## src/rtl/mult_pkg.sv

```systemverilog
// Shared widths, latency constant and state encoding for the shift-add
// multiplier sequencer.
package mult_pkg;

    localparam int MUL_W   = 16;
    localparam int PROD_W  = 32;
    localparam int MUL_LAT = 17;

    typedef enum logic [1:0] {
        IDLE = 2'd0,
        RUN  = 2'd1,
        OUT  = 2'd2
    } state_e;

endpackage

```

## src/rtl/multi_16bit_seq.sv

```systemverilog
// Valid/ready sequencer around the 16-bit shift-add multiplier: launches an
// operation, waits for done (or times out) and returns product minus baseline.
module multi_16bit_seq
    import mult_pkg::*;
#(
    parameter int TIMEOUT = 24
) (
    input  logic              clk,
    input  logic              rst,
    input  logic              in_valid,
    output logic              in_ready,
    input  logic [MUL_W-1:0]  in_a,
    input  logic [MUL_W-1:0]  in_b,
    output logic              mul_start,
    output logic [MUL_W-1:0]  mul_ain,
    output logic [MUL_W-1:0]  mul_bin,
    input  logic [PROD_W-1:0] mul_yout,
    input  logic              mul_done,
    output logic              out_valid,
    input  logic              out_ready,
    output logic [PROD_W-1:0] out_y,
    output logic              out_err
);

    localparam logic [1:0] ST_IDLE = 2'(IDLE);
    localparam logic [1:0] ST_RUN  = 2'(RUN);
    localparam logic [1:0] ST_OUT  = 2'(OUT);

    localparam int              CNT_W    = $clog2(TIMEOUT + 1);
    localparam logic [CNT_W-1:0] CNT_LAST = CNT_W'(TIMEOUT - 1);

    logic [1:0]        state_q, state_d;
    logic [CNT_W-1:0]  cnt_q, cnt_d;
    logic [MUL_W-1:0]  ain_q, ain_d;
    logic [MUL_W-1:0]  bin_q, bin_d;
    logic [PROD_W-1:0] base_q, base_d;
    logic [PROD_W-1:0] y_q, y_d;
    logic              err_q, err_d;

    // The multiplier only ever accumulates, so the product is the growth of
    // its register since launch; modular wrap keeps this exact.
    function automatic logic [PROD_W-1:0] wrap_diff(input logic [PROD_W-1:0] cur,
                                                    input logic [PROD_W-1:0] base);
        return cur - base;
    endfunction

    always_comb begin
        state_d = state_q;
        cnt_d   = cnt_q;
        ain_d   = ain_q;
        bin_d   = bin_q;
        base_d  = base_q;
        y_d     = y_q;
        err_d   = err_q;
        case (state_q)
            ST_IDLE: begin
                if (in_valid) begin
                    ain_d   = in_a;
                    bin_d   = in_b;
                    base_d  = mul_yout;
                    cnt_d   = '0;
                    state_d = ST_RUN;
                end
            end
            ST_RUN: begin
                cnt_d = cnt_q + 1'b1;
                if (mul_done) begin
                    y_d     = wrap_diff(mul_yout, base_q);
                    err_d   = 1'b0;
                    state_d = ST_OUT;
                end else if (cnt_q == CNT_LAST) begin
                    y_d     = '0;
                    err_d   = 1'b1;
                    state_d = ST_OUT;
                end
            end
            ST_OUT: begin
                if (out_ready) begin
                    state_d = ST_IDLE;
                end
            end
            default: state_d = ST_IDLE;
        endcase
    end

    always_ff @(posedge clk) begin
        if (rst) begin
            state_q <= ST_IDLE;
            cnt_q   <= '0;
            ain_q   <= '0;
            bin_q   <= '0;
            base_q  <= '0;
            y_q     <= '0;
            err_q   <= 1'b0;
        end else begin
            state_q <= state_d;
            cnt_q   <= cnt_d;
            ain_q   <= ain_d;
            bin_q   <= bin_d;
            base_q  <= base_d;
            y_q     <= y_d;
            err_q   <= err_d;
        end
    end

    // A timeout shorter than the nominal latency would abort good operations.
    always_ff @(posedge clk) begin
        if (!rst) begin
            assert (TIMEOUT >= MUL_LAT + 2);
        end
    end

    assign in_ready  = (state_q == ST_IDLE);
    assign mul_start = (state_q == ST_RUN);
    assign out_valid = (state_q == ST_OUT);
    assign mul_ain   = ain_q;
    assign mul_bin   = bin_q;
    assign out_y     = y_q;
    assign out_err   = err_q;

endmodule
```

## config.mk

```make
export PLATFORM = sky130hd
export DESIGN_NAME = multi_16bit_seq
export DESIGN_NICKNAME = d
export VERILOG_FILES = /design/src/rtl/mult_pkg.sv /design/src/rtl/multi_16bit_seq.sv
export SDC_FILE = /design/constraint.sdc
export NUM_CORES = 1
export LEC_CHECK = 0
export ABC_AREA = 0
export CORE_ASPECT_RATIO = 1.1
export CORE_UTILIZATION = 53
export CTS_BUF_LIST = sky130_fd_sc_hd__clkbuf_4 sky130_fd_sc_hd__clkbuf_8 sky130_fd_sc_hd__clkbuf_16
export DETAILED_ROUTE_END_ITERATION = 6
export PLACE_DENSITY = 0.92
export SLEW_MARGIN = 0
export SYNTH_ARGS = -nofsm -noshare
export SYNTH_HDL_FRONTEND = slang
export SYNTH_SLANG_ARGS = --single-unit
export TNS_END_PERCENT = 100
```

## constraint.sdc

```tcl
create_clock -name clk -period 5.2 [get_ports clk]
set_input_delay 0.52 -clock clk [delete_from_list [all_inputs] [get_ports clk]]
set_output_delay 0.52 -clock clk [all_outputs]
set_load 0.01 [all_outputs]
```

==> results of run 1 <==
cell type report:
class                   count  share of cell area
repair buffers            140              0.1976
clock buffers               9             0.01766
inverters                  37             0.01980
clock inverters             7             0.01141
multi-input cells         549              0.4353
well taps                 120             0.02140
flip-flops and latches    104              0.2968
sequential cells by signal, indices dropped and copies added, names as in the netlist:
| register | cells |
|---|---|
| cnt_q | 5 |
| out_err | 1 |
| mul_bin | 16 |
| state_q | 2 |
| out_y | 32 |
| mul_ain | 16 |
| base_q | 32 |
per-layer routing:
layer	routed length, um	up-vias	global-route usage
li1	-	2709	-
met1	6336	2531	0.3381
met2	7226	218	0.4864
met3	941	34	0.04590
met4	329	0	0.1098
met5	0	-	0
final timing paths:
check                           cells past startpoint         from     endpoint  slack, ns
worst max-delay path                               11  mul_yout[0]    out_y[28]       2.18
worst max register to register                      9    base_q[0]    out_y[28]       2.54
worst min-delay path                                2  mul_ain[14]  mul_ain[14]       0.46
worst min register to register                      2  mul_ain[14]  mul_ain[14]       0.46
report_power, final:
part | internal, mW | switching [mW]
logic | 0.230 | 0.287
clock network | 0.229 | 0.302
registers | 0.845 | 0.0270
total | 1.30 | 0.616
critical path, delay by kind of cell:
kind | cells | cell delay, ns
buf+inv | 2 | 0.55
simple gates | 4 | 0.85
fa+ha+maj | 2 | 0.59
compound gates | 3 | 0.84
placed cells by master, fill, tap and decap left out, types with 2 or more instances in the layout:
cell type / synthesis / final
a211oi_1: 3 / 3
a21boi_1: 3 / 3
a21o_1: 3 / 3
a21oi_1: 116 / 116
a22oi_1: 7 / 7
and2_1: 5 / 4
buf_4: 0 / 4
clkbuf_8: 0 / 9
clkdlybuf4s50_1: 0 / 135
clkinv_4: 0 / 2
dfxtp_1: 104 / 104
ha_1: 33 / 33
inv_1: 36 / 36
mux2i_1: 3 / 3
nand2_1: 176 / 175
nand2_2: 1 / 2
nand2b_1: 10 / 10
nand3_1: 16 / 16
nand3b_1: 3 / 3
nand4_1: 11 / 11
nor2_1: 46 / 46
nor2b_1: 4 / 4
nor3_1: 7 / 7
nor4_1: 4 / 4
o211ai_1: 2 / 2
o21a_1: 8 / 8
o21ai_0: 12 / 12
o21ai_1: 24 / 24
o21bai_1: 2 / 2
o311ai_1: 2 / 2
o31ai_1: 4 / 4
or4_1: 4 / 4
xnor2_1: 8 / 8
xor2_1: 12 / 12
cell families (layout without fill, tap and decap cells):
family / Yosys count / count (layout) / synth area share
adders and majority gates: 34 / 34 / 0.07996
muxes: 3 / 3 / 0.005547
and+or+nand+nor: 292 / 292 / 0.2325
AOI/OAI and AO/OA: 200 / 200 / 0.2131
buffers and inverters: 74 / 193 / 0.05200
DFF: 104 / 104 / 0.3846
xor gates and xnor gates: 20 / 20 / 0.03236
per-stage QoR:
stage	total power, mW	utilization	std cells
after floorplan	1.195	-	727
after global placement	1.383	0.6888	950
after detailed placement	1.397	0.6888	950
after CTS	1.922	0.7094	966
after global routing	2.009	0.7094	966
final	1.919	0.7094	966
==> reports/qor.csv, run 1 <==
metric,value,unit
first-pass GRT wire length,23.63,mm
Synthesized Nets,830,
Pleak,2.649,nW
placed inst area,6812,um2
Seq. cell area,2082,um2
Critical Path End Type,flop,
final worst slack,2.185,ns
"Hold Vio Cnt, Final",0,
crit path cell chain,clkdlybuf4s50_1 > inv_1 > ha_1 > fa_1 > nand2b_1 > a21oi_1 > o311ai_1 > a21boi_1 > nor4_1 > or4_1 > nand3_1,
Final Cycle Share,0.5798,
vias in the first global route,5090,
Post-synth top flop,dfxtp_1,
TritonCTS Buffers,9,
root buffer cell,clkbuf_8,
# diodes,0,
layout cells sized above 1,0.03310,
leading area contributor after synthesis,dfxtp_1,
Syn Area/Cell,7.447,um2
Post-synth top cells,"nand2_1 (176), a21oi_1 (116), dfxtp_1 (104)",
setup repair bufs after CTS,0,
count of different cell masters after synthesis,54,
max-slew violation total from the final report,0,
Worst EP arrival,3.34,ns
CTS Hold Bufs,0,
fin nets,944,
post-synth top area share,0.3846,
drt wl/cell,15.36,um
CORE AREA,9889,um2
Port Buf Inserts,136,
Netlist Area Pre-Place,5414,um2
Initial Utilization,0.5474,
Remaining DRCs,6,
Min-Delay Path Class,reg2reg,
clk_skew,0.008380,ns
# rows,38,
run status,"complete, but fails checks",
Syn Inst Count,727,
maximum fanout along the worst path,5,
I/O pin count,137,
CTS Buffer Depth,2,
power density cells,273.5,nW/um2
Finish-stage setup viols,0,
Synth warnings,0,
DR pass1 iterations,7,
Critical-path top delay cell,clkdlybuf4s50_1,
FMAX,331.7,MHz
RD Place Congestion,0.8816,
TNS Setup,0,ns
H-tree levels,3,
post-synthesis sequential area ratio,0.3846,
Post-synth EDFFs,0,
vias,5492,
Rel. slew slack,0.3287,
Max-cap violations,0,
Sink Count,104,
"Reg clk slew, reported paths",0.10,ns
Detailed Route WL,14.83,mm
post_cts resized,0,
Fillers,790,
violations in the final reports,DRC,
vias per inst,5.685,
worst-margin pin slew,1.007,ns
Die Area,10620,um2
Crit Path Class,in2reg,
crit start category,input port,
pre-CTS WS,1.842,ns
"flops & latches, synth",104,
Detail Placement HPWL,10.83,mm
Die Wd,98.37,um
Multi-input gate area,3054,um2
Async SR Flop Fraction,0,
"count leader, synth",nand2_1,
Antenna Nets Post-Route,0,
CTS tree,yes,
RSZ-0062 raised after global routing,no,
GRT Util Overall,0.2763,
Hold Slack,0.4571,ns
largest net degree at the start of global routing,85,
grt total ovfl,0,
Synth area leaders,"dfxtp_1 (38%), nand2_1 (12%), a21oi_1 (11%)",
synthesis-to-layout area growth,29.58,%
Critical Path RT,5.53,ns
final instance area,7015,um2
insertion delay to the later sink of the worst-skew pair,0.38,ns
die height,108,um
CP max stage delay,0.48,ns
initial antenna violation count,0,
peak supply drop,0.0001998,V
Final min period,3.015,ns
Initial DRC Count,355,
Note: power is estimated with default switching activity, not from simulation.
==> inputs of run 2 (changes only) <==
Settings changed: CORE_UTILIZATION 53 to 50, PLACE_DENSITY 0.92 to 0.88.
Clock period 5.2 ns to 2.9 ns, I/O delays scaled along.
==> reports/qor.csv, run 2 (synthesis gave the netlist of run 1 again) <==
metric,value,unit
initial antenna violation count,1,
FMAX,394.3,MHz
Fillers,876,
worst-margin pin slew,0.6498,ns
Rel. slew slack,0.5668,
synthesis-to-layout area growth,34.43,%
Antenna Nets Post-Route,0,
power density cells,506.2,nW/um2
Finish-stage setup viols,0,
GRT busiest layer,met2,
reg2reg end,out_y[29],
RSZ-0062 raised after global routing,no,
Port Buf Inserts,136,
hold depth,2,
Initial Utilization,0.5185,
die height,111.1,um
H-tree levels,3,
"commonest non-fill, non-tap cell in the layout",nand2_1,
I/O pin count,137,
Die Wd,101.2,um
GR met1 Demand/Resource,0.3245,
Sink Count,104,
Pleak,2.775,nW
Initial DRC Count,284,
crit start category,input port,
RD Place Congestion,0.9644,
Die Area,11250,um2
pre-CTS WS,0.02023,ns
worst hold endpoint,out_y[4],
Seq. cell area,2082,um2
most frequent cells in the layout,"nand2_1 (175), clkdlybuf4s50_1 (135), a21oi_1 (116)",
Remaining DRCs,0,
TNS Setup,0,ns
CTS Buffer Depth,2,
Detail Placement HPWL,10.69,mm
vias per inst,5.420,
fin nets,963,
"Hold Vio Cnt, Final",0,
DR pass1 iterations,5,
peak supply drop,0.0003525,V
CORE AREA,10440,um2
# rows,39,
post_cts resized,0,
Final min period,2.536,ns
layout cells sized above 1,0.05434,
TritonCTS Buffers,9,
Hold Crit Start,rst,
setup repair bufs after CTS,0,
crit path cell chain,clkdlybuf4s50_1 > inv_1 > ha_1 > fa_1 > nand2b_1 > a21oi_1 > o311ai_1 > a21boi_1 > nor4_1 > or4_1 > nand3_1,
CTS Hold Bufs,0,
"Reg clk slew, reported paths",0.07,ns
Multi-input gate area,3054,um2
largest net degree at the start of global routing,62,
Critical-path top delay cell,clkdlybuf4s50_1,
Worst EP arrival,2.84,ns
Max-cap violations,0,
Crit Path Class,in2reg,
run status,finished clean,
grt total ovfl,0,
maximum fanout along the worst path,4,
insertion delay to the later sink of the worst-skew pair,0.36,ns
Worst Reg-to-Reg Cells,9,
max-slew violation total from the final report,0,
CP max stage delay,0.47,ns
Critical Path End Type,flop,
CTS tree,yes,
vias,5469,
drt wl/cell,14.36,um
R2R Setup Slk,0.45,ns
r2r startpoint,base_q[12],
root buffer cell,clkbuf_16,
Setup crit start,mul_yout[0],
Detailed Route WL,14.49,mm
Final Cycle Share,0.8746,
GRT Util Overall,0.2727,
met3 usage,0.07377,
clk_skew,0.008421,ns
Min-Delay Path Class,in2reg,
first-pass GRT wire length,24.47,mm
final worst slack,0.3638,ns
met2 usage,0.4463,
Final Util,0.6970,
vias in the first global route,5405,
Critical Path RT,3.20,ns
-- run 2: cell types whose count changed in the layout (fill, tap and decap cells not counted), sizes merged --
cell and delta:
buf +19, bufinv -1, clkinvlp +1, diode +1
-- run 2: stage by stage --
step | total power, mW | hold WS, ns | std cells | instance area [um2]
after global routing | 3.874 | 0.3698 | 1009 | 7278
after floorplan | 2.142 | 0.4260 | 727 | 5414
final | 3.684 | 0.3479 | 1009 | 7278
after global placement | 2.520 | 0.4313 | 992 | 6995
after detailed placement | 2.538 | 0.4383 | 992 | 6995
after CTS | 3.691 | 0.3498 | 1008 | 7276
-- run 2: report_power, final --
group          switching (mW)  total (mW)  internal (mW)  leakage (nW)
Clock                   0.572        1.16          0.590         0.132
Sequential             0.0470        1.56           1.51         0.850
Combinational           0.518       0.960          0.442          1.79
Total                    1.14        3.68           2.55          2.77
-- run 2: worst max path at each step --
stage           endpoint  slack (ns)  depth (start not counted)
2_1_floorplan  out_y[29]        0.59                          9
3_3_place_gp   out_y[28]        0.04                         11
3_5_place_dp   out_y[28]        0.02                         11
4_1_cts        out_y[28]        0.38                         11
5_1_grt        out_y[28]        0.16                         11
6_report       out_y[28]        0.36                         11
-- run 2: per-layer routing --
layer / vias up / wire length (um)
li1: 2752 / -
met1: 2453 / 5927
met2: 223 / 6840
met3: 41 / 1198
met4: 0 / 525
met5: - / 0
-- run 2: area by class of cell --
class | instances | area share
multi-input combinational | 549 | 0.4196
sequential | 104 | 0.2861
timing repair buffer | 159 | 0.2118
clock buffer | 9 | 0.03094
tap | 143 | 0.02458
inverter | 37 | 0.01908
clock inverter | 7 | 0.007564
antenna | 1 | 0.0003438
-- run 2: critical path: cells and delay by family --
| family | cells | cell delay, ns |
|---|---|---|
| buf+inv | 2 | 0.53 |
| fa+ha+maj | 2 | 0.60 |
| simple gates | 4 | 0.80 |
| compound gates | 3 | 0.62 |
==> inputs of run 3 (changes only) <==
Settings changed: CORE_MARGIN set to 8, CORE_UTILIZATION 50 to 45, PLACE_DENSITY 0.88 to 0.84, REMOVE_ABC_BUFFERS set to 1.
Clock period 2.9 ns to 2.3 ns, I/O delays scaled along.
==> reports/qor.csv, run 3 (synthesis gave the netlist of run 1 again) <==
metric,value,unit
CTS tree,yes,
Pleak,3.282,nW
R2R Setup Slk,-0.01,ns
run status,"complete, but fails checks",
Hold Crit Start,mul_yout[4],
largest net degree at the start of global routing,66,
Sink Count,104,
Max-cap violations,0,
power density cells,628.9,nW/um2
Rel. slew slack,0.5166,
Worst EP arrival,2.61,ns
most frequent cells in the layout,"nand2_1 (172), clkdlybuf4s50_1 (130), a21oi_1 (104)",
RD Place Congestion,0.9076,
Comb power frac,0.299,
end point of the critical path,out_y[27],
Critical Path RT,2.59,ns
"commonest non-fill, non-tap cell in the layout",nand2_1,
CORE AREA,11880,um2
Seq. cell area,2095,um2
final instance area,8358,um2
Worst Reg-to-Reg Cells,8,
Critical Path End Type,flop,
Min-Delay Path Class,in2reg,
Tot Pwr,5.256,mW
Reg power frac,0.375,
GRT Util Overall,0.2155,
# diodes,0,
DR pass1 iterations,5,
placed inst area,7627,um2
Die Wd,120.6,um
# rows,42,
H-tree levels,3,
synthesis-to-layout area growth,54.38,%
I/O pin count,137,
layout cells sized above 1,0.1979,
peak supply drop,0.0004744,V
vias per inst,5.417,
insertion delay to the later sink of the worst-skew pair,0.35,ns
Remaining DRCs,0,
Finish-stage setup viols,1,
r2r startpoint,base_q[13],
worst-margin pin slew,0.7251,ns
drt wl/cell,16.13,um
TritonCTS Buffers,9,
FMAX,432.1,MHz
maximum fanout along the worst path,5,
violations in the final reports,setup timing,
NetSw,1.551,mW
Initial DRC Count,371,
reg2reg end,out_y[27],
crit path cell chain,inv_1 > ha_4 > nand4_1 > buf_4 > nor4_1 > a21oi_2 > or4_1 > nand3_1,
Fillers,916,
Multi-input gate area,3372,um2
Final Util,0.7038,
Initial Utilization,0.4559,
initial antenna violation count,0,
fin nets,1048,
root buffer cell,clkbuf_16,
"Reg clk slew, reported paths",0.07,ns
first-pass GRT wire length,27.62,mm
die height,131.0,um
vias,5980,
CTS Hold Bufs,0,
"Hold Vio Cnt, Final",0,
CTS Buffer Depth,2,
grt total ovfl,0,
Detail Placement HPWL,12.12,mm
Setup crit start,base_q[13],
Antenna Nets Post-Route,0,
Clock power frac,0.326,
CP max stage delay,0.59,ns
vias in the first global route,5913,
Sw Ratio,0.2951,
internal power,3.705,mW
final worst slack,-0.01407,ns
Port Buf Inserts,136,
Crit Path Class,reg2reg,
max-slew violation total from the final report,0,
Final min period,2.314,ns
Die Area,15800,um2
Hold Slack,0.2365,ns
crit start category,flop,
Critical-path top delay cell,nor4_1,
Final Cycle Share,1.006,
clk_skew,0.008216,ns
Detailed Route WL,17.80,mm
-- run 3: routing by layer --
layer  vias up  routed length, um  global-route usage
met5         -                  0                   0
met4         0                580              0.1132
met3        56               1370             0.06317
met2       234               9126              0.3883
met1      2774               6724              0.2235
li1       2916                  -                   -
-- run 3: stage by stage --
stage                     setup TNS, ns  instances  worst slack (ns)
after floorplan                -0.01947        690         -0.007919
after global placement           -6.389       1082           -0.4256
after detailed placement         -7.276       1082           -0.4935
after CTS                     -0.007300       1103         -0.007300
after global routing            -0.1228       1104          -0.08436
final                          -0.01407       1104          -0.01407
-- run 3: worst max-delay path, delay by kind of cell (launching register included) --
family          cells  cell delay, ns
simple gates        4            1.22
fa+ha+maj           1            0.29
buf+inv             2            0.22
compound gates      1            0.17
flops               1            0.33
-- run 3: timing repair --
action,4_1_cts,5_1_grt
buffers inserted,5,1
setup endpoints to repair,8,17
pin swaps,13,15
gates resized for setup,20,53
cloned,0,0
-- run 3: worst min-delay path by stage --
stage | to | slack (ns) | cells after the start
2_1_floorplan | base_q[0] | 0.30 | 1
3_3_place_gp | out_y[13] | 0.43 | 2
3_5_place_dp | out_y[17] | 0.44 | 2
4_1_cts | base_q[0] | 0.25 | 3
5_1_grt | base_q[16] | 0.24 | 3
6_report | base_q[4] | 0.24 | 3
-- run 3: cell type report --
class                      count  share of cell area
tap                          154             0.02305
sequential                   104              0.2506
clock inverter                 5             0.01018
clock buffer                  11             0.02949
multi-input combinational    549              0.4034
inverter                      37             0.01662
timing repair buffer         244              0.2666
-- run 3: power by group through the flow --
stage	sequential (mW)	clock [mW]	combinational, mW
finish	1.97	1.71	1.57
global route	1.98	1.81	1.70
global placement	2.00	0	1.37
floorplan	2.03	0	0.635
detailed placement	2.01	0	1.40
CTS	1.97	1.75	1.46
